--- config.mk ---
export PLATFORM = sky130hd
export DESIGN_NAME = conv_tile_sched_flat
export DESIGN_NICKNAME = d
export VERILOG_FILES = /design/src/rtl/conv_tile_sched_if.sv /design/src/rtl/conv_tile_sched.sv /design/src/flat_wrapper.sv
export SDC_FILE = /design/constraint.sdc
export NUM_CORES = 1
export LEC_CHECK = 0
export CORE_MARGIN = 2
export CORE_UTILIZATION = 51
export CTS_BUF_LIST = sky130_fd_sc_hd__clkbuf_16
export DETAILED_ROUTE_END_ITERATION = 6
export GPL_TIMING_DRIVEN = 0
export PLACE_DENSITY = 0.78
export SLEW_MARGIN = 15
export SYNTH_ARGS = -nofsm -noshare
export SYNTH_HDL_FRONTEND = slang
export SYNTH_SLANG_ARGS = --single-unit
--- constraint.sdc ---
create_clock -name clk -period 4.4 [get_ports clk]
set_input_delay 0.66 -clock clk [delete_from_list [all_inputs] [get_ports clk]]
set_output_delay 0.66 -clock clk [all_outputs]
set_load 0.02 [all_outputs]
--- src/rtl/conv_tile_sched_if.sv ---
// Handshake bundle between the layer tile scheduler and its datapath.
// The master side belongs to the scheduler; slave is the datapath view.
interface conv_tile_sched_if #(
  parameter int CW = 16
);
  logic          start;
  logic          done;
  logic          busy;
  logic          out_clear_start;
  logic          out_clear_done;
  logic          in_load_start;
  logic          in_load_done;
  logic          wt_load_start;
  logic          wt_load_done;
  logic          conv_tile_reset;
  logic          conv_computing_start;
  logic          conv_computing_done;
  logic          out_store_start;
  logic          out_store_done;
  logic [CW-1:0] tile_n;
  logic [CW-1:0] tile_m;
  logic [CW-1:0] tile_r;
  logic [CW-1:0] tile_c;
  logic [2:0]    state;

  modport master (
    input  start,
    input  out_clear_done,
    input  in_load_done,
    input  wt_load_done,
    input  conv_computing_done,
    input  out_store_done,
    output done,
    output busy,
    output out_clear_start,
    output in_load_start,
    output wt_load_start,
    output conv_tile_reset,
    output conv_computing_start,
    output out_store_start,
    output tile_n,
    output tile_m,
    output tile_r,
    output tile_c,
    output state
  );

  modport slave (
    output start,
    output out_clear_done,
    output in_load_done,
    output wt_load_done,
    output conv_computing_done,
    output out_store_done,
    input  done,
    input  busy,
    input  out_clear_start,
    input  in_load_start,
    input  wt_load_start,
    input  conv_tile_reset,
    input  conv_computing_start,
    input  out_store_start,
    input  tile_n,
    input  tile_m,
    input  tile_r,
    input  tile_c,
    input  state
  );
endinterface

--- src/rtl/conv_tile_sched.sv ---
// Layer-level tile scheduler: walks n/r/c/m tiles and sequences the
// clear, load, conv and store handshakes for each output tile.
module conv_tile_sched #(
  parameter int CW     = 16,
  parameter int TN_NUM = 4,
  parameter int TM_NUM = 4,
  parameter int TR_NUM = 2,
  parameter int TC_NUM = 2
) (
  input  logic              clk,
  input  logic              rst,
  conv_tile_sched_if.master bus
);

  typedef enum logic [2:0] {
    S_IDLE  = 3'd0,
    S_CLEAR = 3'd1,
    S_LOAD  = 3'd2,
    S_CRST  = 3'd3,
    S_COMP  = 3'd4,
    S_STORE = 3'd5,
    S_NEXT  = 3'd6,
    S_FIN   = 3'd7
  } state_t;

  localparam logic [CW-1:0] ONE   = CW'(1);
  localparam logic [CW-1:0] M_MAX = CW'(TM_NUM - 1);
  localparam logic [CW-1:0] N_MAX = CW'(TN_NUM - 1);
  localparam logic [CW-1:0] R_MAX = CW'(TR_NUM - 1);
  localparam logic [CW-1:0] C_MAX = CW'(TC_NUM - 1);

  state_t        r_state;
  logic          r_start_q;
  logic          r_in_ok;
  logic          r_wt_ok;
  logic          r_done;
  logic          r_busy;
  logic          r_clr;
  logic          r_in;
  logic          r_wt;
  logic          r_crst;
  logic          r_cs;
  logic          r_st;
  logic [CW-1:0] r_n;
  logic [CW-1:0] r_m;
  logic [CW-1:0] r_r;
  logic [CW-1:0] r_c;

  logic w_edge;
  logic w_load_ok;
  logic w_m_last;
  logic w_n_last;
  logic w_r_last;
  logic w_c_last;

  assign w_edge    = bus.start & ~r_start_q;
  assign w_load_ok = (r_in_ok | bus.in_load_done)
                   & (r_wt_ok | bus.wt_load_done);
  assign w_m_last  = (r_m == M_MAX);
  assign w_n_last  = (r_n == N_MAX);
  assign w_r_last  = (r_r == R_MAX);
  assign w_c_last  = (r_c == C_MAX);

  always_ff @(posedge clk or negedge rst) begin
    if (!rst) begin
      r_state   <= S_IDLE;
      r_start_q <= 1'b0;
      r_in_ok   <= 1'b0;
      r_wt_ok   <= 1'b0;
      r_done    <= 1'b0;
      r_busy    <= 1'b0;
      r_clr     <= 1'b0;
      r_in      <= 1'b0;
      r_wt      <= 1'b0;
      r_crst    <= 1'b0;
      r_cs      <= 1'b0;
      r_st      <= 1'b0;
      r_n       <= '0;
      r_m       <= '0;
      r_r       <= '0;
      r_c       <= '0;
    end else begin
      r_start_q <= bus.start;
      r_done    <= 1'b0;
      r_clr     <= 1'b0;
      r_in      <= 1'b0;
      r_wt      <= 1'b0;
      r_crst    <= 1'b0;
      r_st      <= 1'b0;
      unique case (r_state)
        S_IDLE: begin
          if (w_edge) begin
            r_state <= S_CLEAR;
            r_busy  <= 1'b1;
            r_clr   <= 1'b1;
            r_n     <= '0;
            r_m     <= '0;
            r_r     <= '0;
            r_c     <= '0;
          end
        end
        S_CLEAR: begin
          if (bus.out_clear_done) begin
            r_state <= S_LOAD;
            r_in    <= 1'b1;
            r_wt    <= 1'b1;
          end
        end
        S_LOAD: begin
          if (w_load_ok) begin
            r_state <= S_CRST;
            r_crst  <= 1'b1;
            r_in_ok <= 1'b0;
            r_wt_ok <= 1'b0;
          end else begin
            if (bus.in_load_done) r_in_ok <= 1'b1;
            if (bus.wt_load_done) r_wt_ok <= 1'b1;
          end
        end
        S_CRST: begin
          r_state <= S_COMP;
          r_cs    <= 1'b1;
        end
        S_COMP: begin
          if (bus.conv_computing_done) begin
            r_cs <= 1'b0;
            if (w_m_last) begin
              r_state <= S_STORE;
              r_st    <= 1'b1;
            end else begin
              r_state <= S_LOAD;
              r_m     <= r_m + ONE;
              r_in    <= 1'b1;
              r_wt    <= 1'b1;
            end
          end
        end
        S_STORE: begin
          if (bus.out_store_done) r_state <= S_NEXT;
        end
        S_NEXT: begin
          // last tile keeps its indices visible until the next run
          if (w_c_last && w_r_last && w_n_last) begin
            r_state <= S_FIN;
            r_done  <= 1'b1;
            r_busy  <= 1'b0;
          end else begin
            r_state <= S_CLEAR;
            r_clr   <= 1'b1;
            r_m     <= '0;
            if (!w_c_last) begin
              r_c <= r_c + ONE;
            end else begin
              r_c <= '0;
              if (!w_r_last) begin
                r_r <= r_r + ONE;
              end else begin
                r_r <= '0;
                r_n <= r_n + ONE;
              end
            end
          end
        end
        S_FIN: begin
          r_state <= S_IDLE;
        end
      endcase
    end
  end

  assign bus.done                 = r_done;
  assign bus.busy                 = r_busy;
  assign bus.out_clear_start      = r_clr;
  assign bus.in_load_start        = r_in;
  assign bus.wt_load_start        = r_wt;
  assign bus.conv_tile_reset      = r_crst;
  assign bus.conv_computing_start = r_cs;
  assign bus.out_store_start      = r_st;
  assign bus.tile_n               = r_n;
  assign bus.tile_m               = r_m;
  assign bus.tile_r               = r_r;
  assign bus.tile_c               = r_c;
  assign bus.state                = r_state;

endmodule

--- src/flat_wrapper.sv ---
// flat-port wrapper written by rule: the top's interface ports become plain ports
module conv_tile_sched_flat 
#(
  parameter int CW     = 16,
  parameter int TN_NUM = 4,
  parameter int TM_NUM = 4,
  parameter int TR_NUM = 2,
  parameter int TC_NUM = 2
)
  (clk, rst, bus_start, bus_out_clear_done, bus_in_load_done, bus_wt_load_done, bus_conv_computing_done, bus_out_store_done, bus_done, bus_busy, bus_out_clear_start, bus_in_load_start, bus_wt_load_start, bus_conv_tile_reset, bus_conv_computing_start, bus_out_store_start, bus_tile_n, bus_tile_m, bus_tile_r, bus_tile_c, bus_state);
  conv_tile_sched_if #(.CW(CW)) bus_i ();
  input  logic clk;
  input  logic rst;
  input wire logic [$bits(bus_i.start)-1:0] bus_start;
  input wire logic [$bits(bus_i.out_clear_done)-1:0] bus_out_clear_done;
  input wire logic [$bits(bus_i.in_load_done)-1:0] bus_in_load_done;
  input wire logic [$bits(bus_i.wt_load_done)-1:0] bus_wt_load_done;
  input wire logic [$bits(bus_i.conv_computing_done)-1:0] bus_conv_computing_done;
  input wire logic [$bits(bus_i.out_store_done)-1:0] bus_out_store_done;
  output wire logic [$bits(bus_i.done)-1:0] bus_done;
  output wire logic [$bits(bus_i.busy)-1:0] bus_busy;
  output wire logic [$bits(bus_i.out_clear_start)-1:0] bus_out_clear_start;
  output wire logic [$bits(bus_i.in_load_start)-1:0] bus_in_load_start;
  output wire logic [$bits(bus_i.wt_load_start)-1:0] bus_wt_load_start;
  output wire logic [$bits(bus_i.conv_tile_reset)-1:0] bus_conv_tile_reset;
  output wire logic [$bits(bus_i.conv_computing_start)-1:0] bus_conv_computing_start;
  output wire logic [$bits(bus_i.out_store_start)-1:0] bus_out_store_start;
  output wire logic [$bits(bus_i.tile_n)-1:0] bus_tile_n;
  output wire logic [$bits(bus_i.tile_m)-1:0] bus_tile_m;
  output wire logic [$bits(bus_i.tile_r)-1:0] bus_tile_r;
  output wire logic [$bits(bus_i.tile_c)-1:0] bus_tile_c;
  output wire logic [$bits(bus_i.state)-1:0] bus_state;
  assign bus_i.start = bus_start;
  assign bus_i.out_clear_done = bus_out_clear_done;
  assign bus_i.in_load_done = bus_in_load_done;
  assign bus_i.wt_load_done = bus_wt_load_done;
  assign bus_i.conv_computing_done = bus_conv_computing_done;
  assign bus_i.out_store_done = bus_out_store_done;
  assign bus_done = bus_i.done;
  assign bus_busy = bus_i.busy;
  assign bus_out_clear_start = bus_i.out_clear_start;
  assign bus_in_load_start = bus_i.in_load_start;
  assign bus_wt_load_start = bus_i.wt_load_start;
  assign bus_conv_tile_reset = bus_i.conv_tile_reset;
  assign bus_conv_computing_start = bus_i.conv_computing_start;
  assign bus_out_store_start = bus_i.out_store_start;
  assign bus_tile_n = bus_i.tile_n;
  assign bus_tile_m = bus_i.tile_m;
  assign bus_tile_r = bus_i.tile_r;
  assign bus_tile_c = bus_i.tile_c;
  assign bus_state = bus_i.state;
  conv_tile_sched #(.CW(CW), .TN_NUM(TN_NUM), .TM_NUM(TM_NUM), .TR_NUM(TR_NUM), .TC_NUM(TC_NUM)) u_core (.clk(clk), .rst(rst), .bus(bus_i));
endmodule
==> results of run 1 <==
[cells in the mapped netlist, types with 10 or more instances]
master	count	share of area (%)
a21oi_2	10	1.9
nor4_1	10	1.4
dfrtp_1	77	42
buf_2	11	1.2
clkbuf_1	11	0.90
nand4_1	14	1.9
nor2_1	28	2.3
nand2_1	37	3.0
o21ai_0	35	3.8
a21oi_1	20	2.2
o31ai_1	51	8.3
nor3_1	10	1.1
nand3_1	32	3.5
[per-layer routing]
layer	vias up	GRT usage, %	part of all wire (%)
met5	-	0	0
met4	0	8.430	1.4
met3	15	3.333	5.6
met2	163	39.97	47
met1	2190	37.78	46
li1	2116	-	-
[stage by stage]
stage | hold slack, ps | util [%] | instance area [um^2] | instances
2_1_floorplan | 364.4 | - | 4606 | 492
3_3_place_gp | 479.9 | 63.77 | 5562 | 682
3_5_place_dp | 487.3 | 63.97 | 5579 | 683
4_1_cts | 320.7 | 67.20 | 5861 | 698
5_1_grt | 349.0 | 67.20 | 5861 | 698
6_report | 300.2 | 67.20 | 5861 | 698
[registers in the layout (all words and copies together) (netlist names)]
register / flops
u_core.bus.busy: 1
u_core.bus.conv_computing_start: 1
u_core.bus.conv_tile_reset: 1
u_core.bus.done: 1
u_core.bus.in_load_start: 1
u_core.bus.out_clear_start: 1
u_core.bus.out_store_start: 1
u_core.bus.state: 3
u_core.bus.tile_c: 16
u_core.bus.tile_m: 16
u_core.bus.tile_n: 16
u_core.bus.tile_r: 16
u_core.r_in_ok: 1
u_core.r_start_q: 1
u_core.r_wt_ok: 1
[critical path, cell delays in order]
cell	delay, ps
clkdlybuf4s50_1	540
or3b_1	440
nor3_4	370
o21ai_2	210
clkbuf_1	280
o31ai_1	350
o41ai_1	130
[power breakdown]
| part | switching, mW | total (mW) | internal (mW) |
|---|---|---|---|
| sequential | 0.111 | 0.896 | 0.785 |
| clock | 0.287 | 0.718 | 0.431 |
| combinational | 0.507 | 0.833 | 0.326 |
| total | 0.904 | 2.45 | 1.54 |
[cell usage in the layout, fill, tap and decap left out, drive strengths merged, types with 4 or more instances in the layout]
cell type,instances
clkdlybuf4s50,81
dfrtp,77
o31ai,53
o21ai,39
nand2,37
nand3,32
a21oi,31
nor2,29
clkbuf,20
nor4,18
buf,17
nand4,16
nor3,12
inv,11
and3,9
a31oi,9
o41ai,9
or3,8
or4,8
ha,6
nand2b,5
mux2i,5
and2,5
nor4b,5
nand3b,4
o2bb2ai,4
nor2b,4
o21bai,4
clkinv,4
[how the worst max path moves through the flow]
stage	endpoint
final	u_core.bus.tile_r[14]$_DFFE_PN0P_
after detailed placement	u_core.bus.tile_r[14]$_DFFE_PN0P_
after floorplan	u_core.bus.tile_m[10]$_DFFE_PN0P_
after global routing	u_core.bus.tile_r[14]$_DFFE_PN0P_
after CTS	u_core.bus.tile_r[14]$_DFFE_PN0P_
after global placement	u_core.bus.tile_r[5]$_DFFE_PN0P_
[cells by family after synthesis]
family	count (synthesis)	share of synthesized area [%]
AOI/OAI and AO/OA	161	24.37
xor gates and xnor gates	5	0.9510
adders and majority gates	6	1.630
buffers and inverters	36	3.722
DFF	77	41.84
muxes	5	1.087
and+or+nand+nor	202	26.41
[final cells by class]
type	count	area, um^2
plain buffers	26	133.9
clock buffers	9	225.2
clock inverters	6	56.30
fillers	722	2860
inverters	10	37.54
multi-input cells	379	2507
flip-flops and latches	77	1927
well taps	108	135.1
repair buffers	83	838.3
==> key figures, run 1 <==
Logic synthesis
  – Main flop type after synthesis: dfrtp_1
  – Net Count, Synth: 506
  – Distinct cells, synth: 62
  – Register bit total from synthesis: 77
  – Syn_area_per_cell: 9.361 um^2
  – Post-Syn Area: 0.004606 mm^2
  – Number of synthesized flops with an enable pin: 0
  – Register area share after synthesis: 41.84%
  – Async SR Flop Fraction: 100.0%
  – Synth Warn #: 0
  – Synthesized netlist cell count: 492

Detailed routing
  – Total Wirelength: 12370 um
  – Via density: 6.424
  – Wirelength per Cell: 17.72 um
  – Initial DRC Count: 265
  – Drt pass-1 iters: 4
  – DR DRC count: 0
  – Post-route ant nets: 0
  – Via count: 4484

Timing
  – Slew @ Worst Pin: 777.8 ps
  – PnR worst setup slack: 1629 ps
  – Fmax achieved: 360.8 MHz
  – Setup-failing EPs final: 0
  – Slew Limit Fails: 0
  – Final min period: 2771 ps
  – Fin Setup TNS: 0 ps
  – Slew HR: 47.72%
  – RSZ-0062 raised after global routing: false
  – Clock Skews: 6.905 ps
  – Crit share post-route: 62.98%
  – Final hold viol count: 0

Cells and area
  – Area Overhead vs Synth: 27.25%
  – Final nets: 600
  – Share of post-route cells with drive strength above 1: 11.36%
  – Diode count: 0

Floorplanning
  – Die height: 99.03 um
  – Die width: 99.03 um
  – Initial Utilization: 52.81%
  – Row Count: 34
  – Core region area: 0.008721 mm^2
  – I/O pin count: 83
  – Die area: 0.009807 mm^2

Placement
  – Port Buf Inserts: 82
  – Placer Congestion: 0.9048
  – DP HPWL: 8686 um
  – DP Worst Slack: 1355 ps

Global route
  – First-pass GRT wire length: 20620 um
  – Vias in the first global route: 4102
  – Largest net degree at the start of global routing: 42
  – GRT Total Usage: 25.82%
  – Total congestion overflow: 0
  – Initial antenna violation count: 0

Worst setup path
  – Worst reg2reg endpoint: u_core.bus.tile_c[15]$_DFFE_PN0P_
  – Critical Path Start Type: input port
  – Register-to-Register Path Depth: 7
  – R2r startpoint: u_core.bus.tile_n[0]$_DFFE_PN0P_
  – Crit. End Element: flop
  – Arr. time, crit path: 2970 ps
  – Worst Setup SP: bus_start
  – WP data required: 4600 ps
  – Path type of the worst setup path: in -> reg
  – R2R setup slack: 1790 ps
  – CP max FO: 10

Clocking
  – Root Driver: clkbuf_16
  – CTS resizes: 0
  – Setup Buffers After CTS: 0
  – Worst-Skew Late Latency: 340 ps
  – Clk buf depth: 2
  – Clk sinks: 77
  – CTS tree: yes
  – Num CTS Buffers: 9
  – Htree depth: 3
  – Clock edge transition at the registers on the reported setup and hold paths: 60 ps
  – Cts hold-fix bufs: 0

Power
  – P per Cell Area: 417.4 mW/mm^2
  – Total power draw: 2.446 mW
  – Max VDD drop: 0.0002536 V
  – Leakage: 2.247 nW

Outcome
  – Status: completed

Flow run
  – Max_cap viols: 0

Min path
  – Hold Crit Class: in -> async
(Power assumes the default switching activity.)
==> run 2: changes to the inputs <==
Clock period 4.4 ns to 2.8 ns, I/O delays scaled along.
==> run 2 against run 1 <==
Net effect:
- worst hold slack got worse by 240 ps
- critical endpoint unchanged
- routed wire length about the same
- combinational power up 57%
- sequential share of layout area about the same
- die area is the same
- flip-flop and latch count is the same
- highest routed layer unchanged
- cell area rose by 0.11%
==> key figures, run 2 (same netlist as run 1, synthesis figures left out) <==
Outcome
  – Status: completed (unchanged)

Worst setup path
  – Register-to-Register Path Depth: 8 (was 7)
  – Setup crit end: u_core.bus.tile_r[14]$_DFFE_PN0P_ (unchanged)
  – WP data required: 3000 ps (was 4600 ps)
  – Worst Setup SP: bus_start (unchanged)
  – Worst reg2reg endpoint: u_core.bus.tile_n[13]$_DFFE_PN0P_ (was u_core.bus.tile_c[15]$_DFFE_PN0P_)
  – Path type of the worst setup path: in -> reg (unchanged)
  – Arr. time, crit path: 2770 ps (was 2970 ps)
  – Critical Path Start Type: input port (unchanged)
  – R2R setup slack: 260 ps (was 1790 ps)
  – R2r startpoint: u_core.bus.tile_c[1]$_DFFE_PN0P_ (was u_core.bus.tile_n[0]$_DFFE_PN0P_)
  – Crit. End Element: flop (unchanged)
  – CP max FO: 10 (unchanged)

Cells and area
  – Most frequent cells in the layout: clkdlybuf4s50_1 (81), dfrtp_1 (77), o31ai_1 (51) (unchanged)
  – Final nets: 600 (unchanged)
  – Finished Cell Area: 0.005867 mm^2 (was 0.005861 mm^2)
  – Diode count: 0 (unchanged)
  – Number of fill cells in the layout: 722 (unchanged)
  – Most common cell after layout, fill and taps aside: clkdlybuf4s50_1 (unchanged)
  – Final Non-Filler Cells: 698 (unchanged)
  – Share of post-route cells with drive strength above 1: 11.36% (unchanged)
  – Area Overhead vs Synth: 27.38% (was 27.25%)

Timing
  – Slew @ Worst Pin: 796.9 ps (was 777.8 ps)
  – Fin Setup TNS: 0 ps (unchanged)
  – Slew Limit Fails: 0 (unchanged)
  – Fmax achieved: 389.3 MHz
  – Clock Skews: 9.181 ps (was 6.905 ps)
  – RSZ-0062 raised after global routing: false (unchanged)
  – Slew HR: 46.43% (was 47.72%)
  – Crit share post-route: 91.74%
  – Final hold viol count: 0 (unchanged)
  – Final min period: 2569 ps
  – Setup-failing EPs final: 0 (unchanged)

Clocking
  – CTS resizes: 0 (unchanged)
  – Setup Buffers After CTS: 0 (unchanged)
  – Num CTS Buffers: 9 (unchanged)
  – Clock edge transition at the registers on the reported setup and hold paths: 60 ps (about the same)
  – Root Driver: clkbuf_16 (unchanged)
  – Worst-Skew Late Latency: 340 ps (about the same)
  – Htree depth: 3 (unchanged)
  – Clk sinks: 77 (unchanged)
  – CTS tree: yes (unchanged)
  – Clk buf depth: 2 (unchanged)
  – Cts hold-fix bufs: 0 (unchanged)

Power
  – P per Cell Area: 656.8 mW/mm^2 (was 417.4 mW/mm^2)
  – Max VDD drop: 0.0004001 V (was 0.0002536 V)
  – Leakage: 2.248 nW (was 2.247 nW)

Detailed routing
  – Drt pass-1 iters: 5 (was 4)
  – DR DRC count: 0 (unchanged)
  – Wirelength per Cell: 17.71 um (was 17.72 um)
  – Total Wirelength: 12360 um (was 12370 um)
  – Via count: 4431 (was 4484)
  – Post-route ant nets: 0 (unchanged)
  – Initial DRC Count: 256 (was 265)
  – Via density: 6.348 (was 6.424)

Flow run
  – Max_cap viols: 0 (unchanged)

Global route
  – Largest net degree at the start of global routing: 42 (unchanged)
  – Total congestion overflow: 0 (unchanged)
  – First-pass GRT wire length: 20620 um (unchanged)
  – Vias in the first global route: 4102 (unchanged)
  – GRT Total Usage: 25.82% (unchanged)
  – Initial antenna violation count: 0 (unchanged)

Floorplanning
  – Die height: 99.03 um (unchanged)
  – Row Count: 34 (unchanged)
  – Core region area: 0.008721 mm^2 (unchanged)
  – Die area: 0.009807 mm^2 (unchanged)
  – I/O pin count: 83 (unchanged)
  – Initial Utilization: 52.81% (unchanged)
  – Die width: 99.03 um (unchanged)

Placement
  – Placed cell area: 0.005579 mm^2 (unchanged)
  – DP HPWL: 8686 um (unchanged)
  – Port Buf Inserts: 82 (unchanged)
  – Placer Congestion: 0.9048 (unchanged)
  – Post-placement cell count: 683 (unchanged)

Min path
  – Hold Crit Class: in -> async (unchanged)
run 2: changes by cell type in the layout (fill, tap and decap cells not counted):
cell / change
nor3_2: -1
nor3_4: +1
run 2: worst max-delay path: stages:
cell	delay [ps]
clkdlybuf4s50_1	540
or3b_1	440
nor3_4	400
o21ai_2	220
clkbuf_1	280
o31ai_1	330
o41ai_1	120
run 2: through the flow:
stage	setup WS (ps)	utilization [%]	total power, mW	hold slack [ps]
floorplan	570.4	-	2.240	124.4
global placement	-1406	63.77	2.673	479.9
detailed placement	-5.139	63.97	2.723	436.8
CTS	195.9	67.20	3.855	80.73
global route	10.30	67.27	4.043	109.0
finish	231.4	67.27	3.853	58.88
run 2: final cells by class:
class	count	area [um^2]	area share (%)
plain buffers	26	133.9	2.282
clock buffers	9	225.2	3.839
clock inverters	6	56.30	0.9597
inverters	10	37.54	0.6398
multi-input cells	379	2514	42.84
flip-flops and latches	77	1927	32.84
well taps	108	135.1	2.303
repair buffers	83	838.3	14.29
run 2: report_power, final:
group	internal [mW]	switching (mW)	total, mW
sequential	1.23	0.176	1.41
combinational	0.513	0.802	1.31
clock	0.677	0.452	1.13
total	2.42	1.43	3.85
run 2: layer usage:
layer	GRT usage, %	vias to the layer above	share of wire [%]
met1	37.78	2146	45
met4	8.430	0	1.1
li1	-	2110	-
met2	39.97	162	47
met5	0	-	0
met3	3.333	13	5.9
run 2: worst min path at each step:
stage                                     from                               end  cells past startpoint
finish                                     rst  u_core.bus.tile_m[8]$_DFFE_PN0P_                      1
global route                               rst  u_core.bus.tile_m[8]$_DFFE_PN0P_                      1
CTS                                        rst  u_core.bus.tile_m[9]$_DFFE_PN0P_                      1
detailed placement                         rst  u_core.bus.tile_m[9]$_DFFE_PN0P_                      1
global placement    u_core.r_wt_ok$_DFFE_PN0P_        u_core.r_wt_ok$_DFFE_PN0P_                      2
floorplan                                  rst       u_core.bus.busy$_DFFE_PN0P_                      0
==> run 3: changes to the inputs <==
Settings changed: CORE_UTILIZATION 51 to 48, CTS_CLUSTER_DIAMETER from default to 100, PLACE_DENSITY 0.78 to 0.77.
Clock period 2.8 ns to 2.12 ns, I/O delays scaled along.
==> run 3 against run 2 <==
Net effect:
- the flow now finishes with violations (setup timing)
- critical path depth unchanged
- non-clock buffer count rose by 66
- via count is 17% higher
- register-to-register slack got worse by 450 ps
- die area grew 6.0%
- combinational power rose by 100%
- cell area grew 26%
- largest cell class unchanged
==> key figures, run 3 (same netlist as run 1, synthesis figures left out) <==
Outcome
  – Status: finished with violations (was completed)
  – Failing checks: setup timing

Global route
  – Gr busiest metal: met2 (unchanged)
  – Largest net degree at the start of global routing: 40 (was 42)
  – M2 GR Usage: 41.45% (was 39.97%)
  – Met1 GRT Util: 37.00% (was 37.78%)
  – Met3 GRT Util: 5.062% (was 3.333%)
  – Total congestion overflow: 0 (unchanged)
  – Vias in the first global route: 4433 (was 4102)
  – GRT Total Usage: 26.24% (was 25.82%)
  – Initial antenna violation count: 0 (unchanged)
  – First-pass GRT wire length: 21890 um (was 20620 um)

Min path
  – Hold path cells: 1
  – Worst Hold End: u_core.r_start_q$_DFF_PN0_
  – Hold Crit Class: in -> reg (was in -> async)
  – Worst hold start: bus_start

Worst setup path
  – Crit-path leading delay family: simple AND/OR/NAND/NOR gates (unchanged)
  – WP data required: 2380 ps (was 3000 ps)
  – Critical path's slowest cell: dfrtp_2 (was clkdlybuf4s50_1)
  – Critical Path Start Type: flop (was input port)
  – R2r startpoint: u_core.bus.tile_r[2]$_DFFE_PN0P_ (was u_core.bus.tile_c[1]$_DFFE_PN0P_)
  – Path type of the worst setup path: reg -> reg (was in -> reg)
  – Largest stage delay on the critical path: 500 ps (was 540 ps)
  – Worst reg2reg endpoint: u_core.bus.tile_m[8]$_DFFE_PN0P_ (was u_core.bus.tile_n[13]$_DFFE_PN0P_)
  – R2R setup slack: -190 ps (was 260 ps)
  – CP cell instances: nor4b_4 -> nand4_1 -> o31ai_4 -> and2_4 -> inv_6 -> clkbuf_16 -> a21oi_2 (was clkdlybuf4s50_1 -> or3b_1 -> nor3_4 -> o21ai_2 -> clkbuf_1 -> o31ai_1 -> o41ai_1)
  – CP Buf/Inv Count: 2 (unchanged)
  – Crit. End Element: flop (unchanged)
  – Arr. time, crit path: 2580 ps (was 2770 ps)
  – CP max FO: 8 (was 10)
  – Register-to-Register Path Depth: 7 (was 8)

Timing
  – Slew HR: 60.91% (was 46.43%)
  – Fmax achieved: 432.2 MHz
  – Final hold viol count: 0 (unchanged)
  – Final min period: 2314 ps
  – Slew @ Worst Pin: 581.5 ps (was 796.9 ps)
  – PnR worst setup slack: -193.9 ps (was 231.4 ps)
  – Setup-failing EPs final: 45 (was 0)
  – Slew Limit Fails: 0 (unchanged)
  – Clock Skews: 12.77 ps (was 9.181 ps)
  – Fin Setup TNS: -3468 ps (was 0 ps)
  – Crit share post-route: 109.1%
  – RSZ-0062 raised after global routing: true (was false)

Clocking
  – Clk sinks: 77 (unchanged)
  – Worst-Skew Late Latency: 340 ps (about the same)
  – Clock edge transition at the registers on the reported setup and hold paths: 70 ps (was 60 ps)
  – Htree depth: 3 (unchanged)
  – Num CTS Buffers: 9 (unchanged)
  – Clk buf depth: 2 (unchanged)
  – Root Driver: clkbuf_16 (unchanged)
  – CTS tree: yes (unchanged)

Cells and area
  – Area Overhead vs Synth: 60.72% (was 27.38%)
  – Most common cell after layout, fill and taps aside: clkdlybuf4s50_1 (unchanged)
  – Number of fill cells in the layout: 532 (was 722)
  – Final nets: 668 (was 600)
  – Share of post-route cells with drive strength above 1: 36.27% (was 11.36%)
  – Most frequent cells in the layout: clkdlybuf4s50_1 (80), dfrtp_1 (57), buf_4 (54) (was clkdlybuf4s50_1 (81), dfrtp_1 (77), o31ai_1 (51))
  – Final Non-Filler Cells: 788 (was 698)
  – Util after Layout: 79.73% (was 67.27%)
  – Diode count: 0 (unchanged)

Floorplanning
  – Die width: 102.0 um (was 99.03 um)
  – Initial Utilization: 49.61% (was 52.81%)
  – Die area: 0.01039 mm^2 (was 0.009807 mm^2)
  – Die height: 102.0 um (was 99.03 um)
  – Row Count: 35 (was 34)
  – I/O pin count: 83 (unchanged)
  – Core region area: 0.009284 mm^2 (was 0.008721 mm^2)

Detailed routing
  – Via density: 6.586 (was 6.348)
  – Initial DRC Count: 356 (was 256)
  – Total Wirelength: 16870 um (was 12360 um)
  – Drt pass-1 iters: 5 (unchanged)
  – Post-route ant nets: 0 (unchanged)
  – DR DRC count: 0 (unchanged)
  – Wirelength per Cell: 21.41 um (was 17.71 um)
  – Via count: 5190 (was 4431)

Placement
  – Port Buf Inserts: 82 (unchanged)
  – DP Worst Slack: -526.1 ps (was -5.139 ps)
  – DP HPWL: 8528 um (was 8686 um)
  – Placer Congestion: 0.8813 (was 0.9048)
  – Post-placement cell count: 704 (was 683)

Power
  – P per Cell Area: 832.2 mW/mm^2 (was 656.8 mW/mm^2)
  – Max VDD drop: 0.0004977 V (was 0.0004001 V)
  – Leakage: 2.806 nW (was 2.248 nW)

Flow run
  – Max_cap viols: 0 (unchanged)
-- run 3: cell types whose count changed in the layout (fill, tap and decap cells not counted), moves of 8 or more --
cell      delta
dfrtp_2     +20
a21oi_1      -8
clkbuf_1     -9
buf_6       +14
o31ai_4     +14
o31ai_2     +11
o21ai_0     -16
nor4_4       +8
o31ai_1     -25
o21ai_1      +9
dfrtp_1     -20
buf_4       +51
buf_2        -8
-- run 3: power by group --
group          switching, mW  total [mW]  leakage (nW)  internal, mW
clock                  0.617        1.63         0.155          1.02
combinational           1.48        2.63          1.63          1.15
sequential             0.253        1.89          1.02          1.64
-- run 3: worst max-delay path by stage --
| stage | start | to | slack (ps) | cells after the start |
|---|---|---|---|---|
| floorplan | u_core.bus.state[1]$_DFFE_PN0P_ | u_core.bus.tile_m[10]$_DFFE_PN0P_ | -7 | 6 |
| global placement | rst | u_core.bus.tile_n[0]$_DFFE_PN0P_ | -2350 | 1 |
| detailed placement | bus_start | u_core.bus.tile_r[9]$_DFFE_PN0P_ | -530 | 7 |
| CTS | u_core.bus.state[2]$_DFFE_PN0P_ | u_core.bus.tile_r[4]$_DFFE_PN0P_ | -30 | 7 |
| global route | u_core.bus.tile_r[9]$_DFFE_PN0P_ | u_core.bus.tile_m[8]$_DFFE_PN0P_ | -210 | 7 |
| finish | u_core.bus.tile_r[2]$_DFFE_PN0P_ | u_core.bus.tile_m[8]$_DFFE_PN0P_ | -190 | 7 |
-- run 3: repair_timing --
action                                 4_1_cts  5_1_grt
setup endpoints to repair                   67       66
gates cloned                                 2        7
setup buffers                               32       33
pin swaps                                   16       47
gates resized for setup                     49      158
endpoints found under the hold margin       38        0
hold buffers                                 1        0
-- run 3: layout make-up --
type	count	area (um^2)	share of cell area (%)
multi-input combinational	381	3228	43.61
inverter	10	42.54	0.5747
tap	129	161.4	2.181
clock inverter	7	83.83	1.133
buffer	23	227.7	3.076
timing repair buffer	152	1481	20.01
clock buffer	9	225.2	3.043
sequential	77	1952	26.37
-- run 3: through the flow --
step / instance area, um^2 / power, mW / hold WS [ps]
3_5_place_dp: 5648 / 3.631 / 318.0
4_1_cts: 6409 / 5.552 / 300.3
5_1_grt: 7402 / 6.404 / 307.0
3_3_place_gp: 5630 / 3.579 / 480.1
6_report: 7402 / 6.160 / 302.2
2_1_floorplan: 4648 / 3.000 / 22.41
-- run 3: per-layer routing --
| layer | up-vias | part of all wire (%) |
|---|---|---|
| met5 | - | 0 |
| met4 | 0 | 3.1 |
| met3 | 53 | 7.7 |
| met2 | 339 | 49 |
| met1 | 2541 | 41 |
| li1 | 2257 | - |
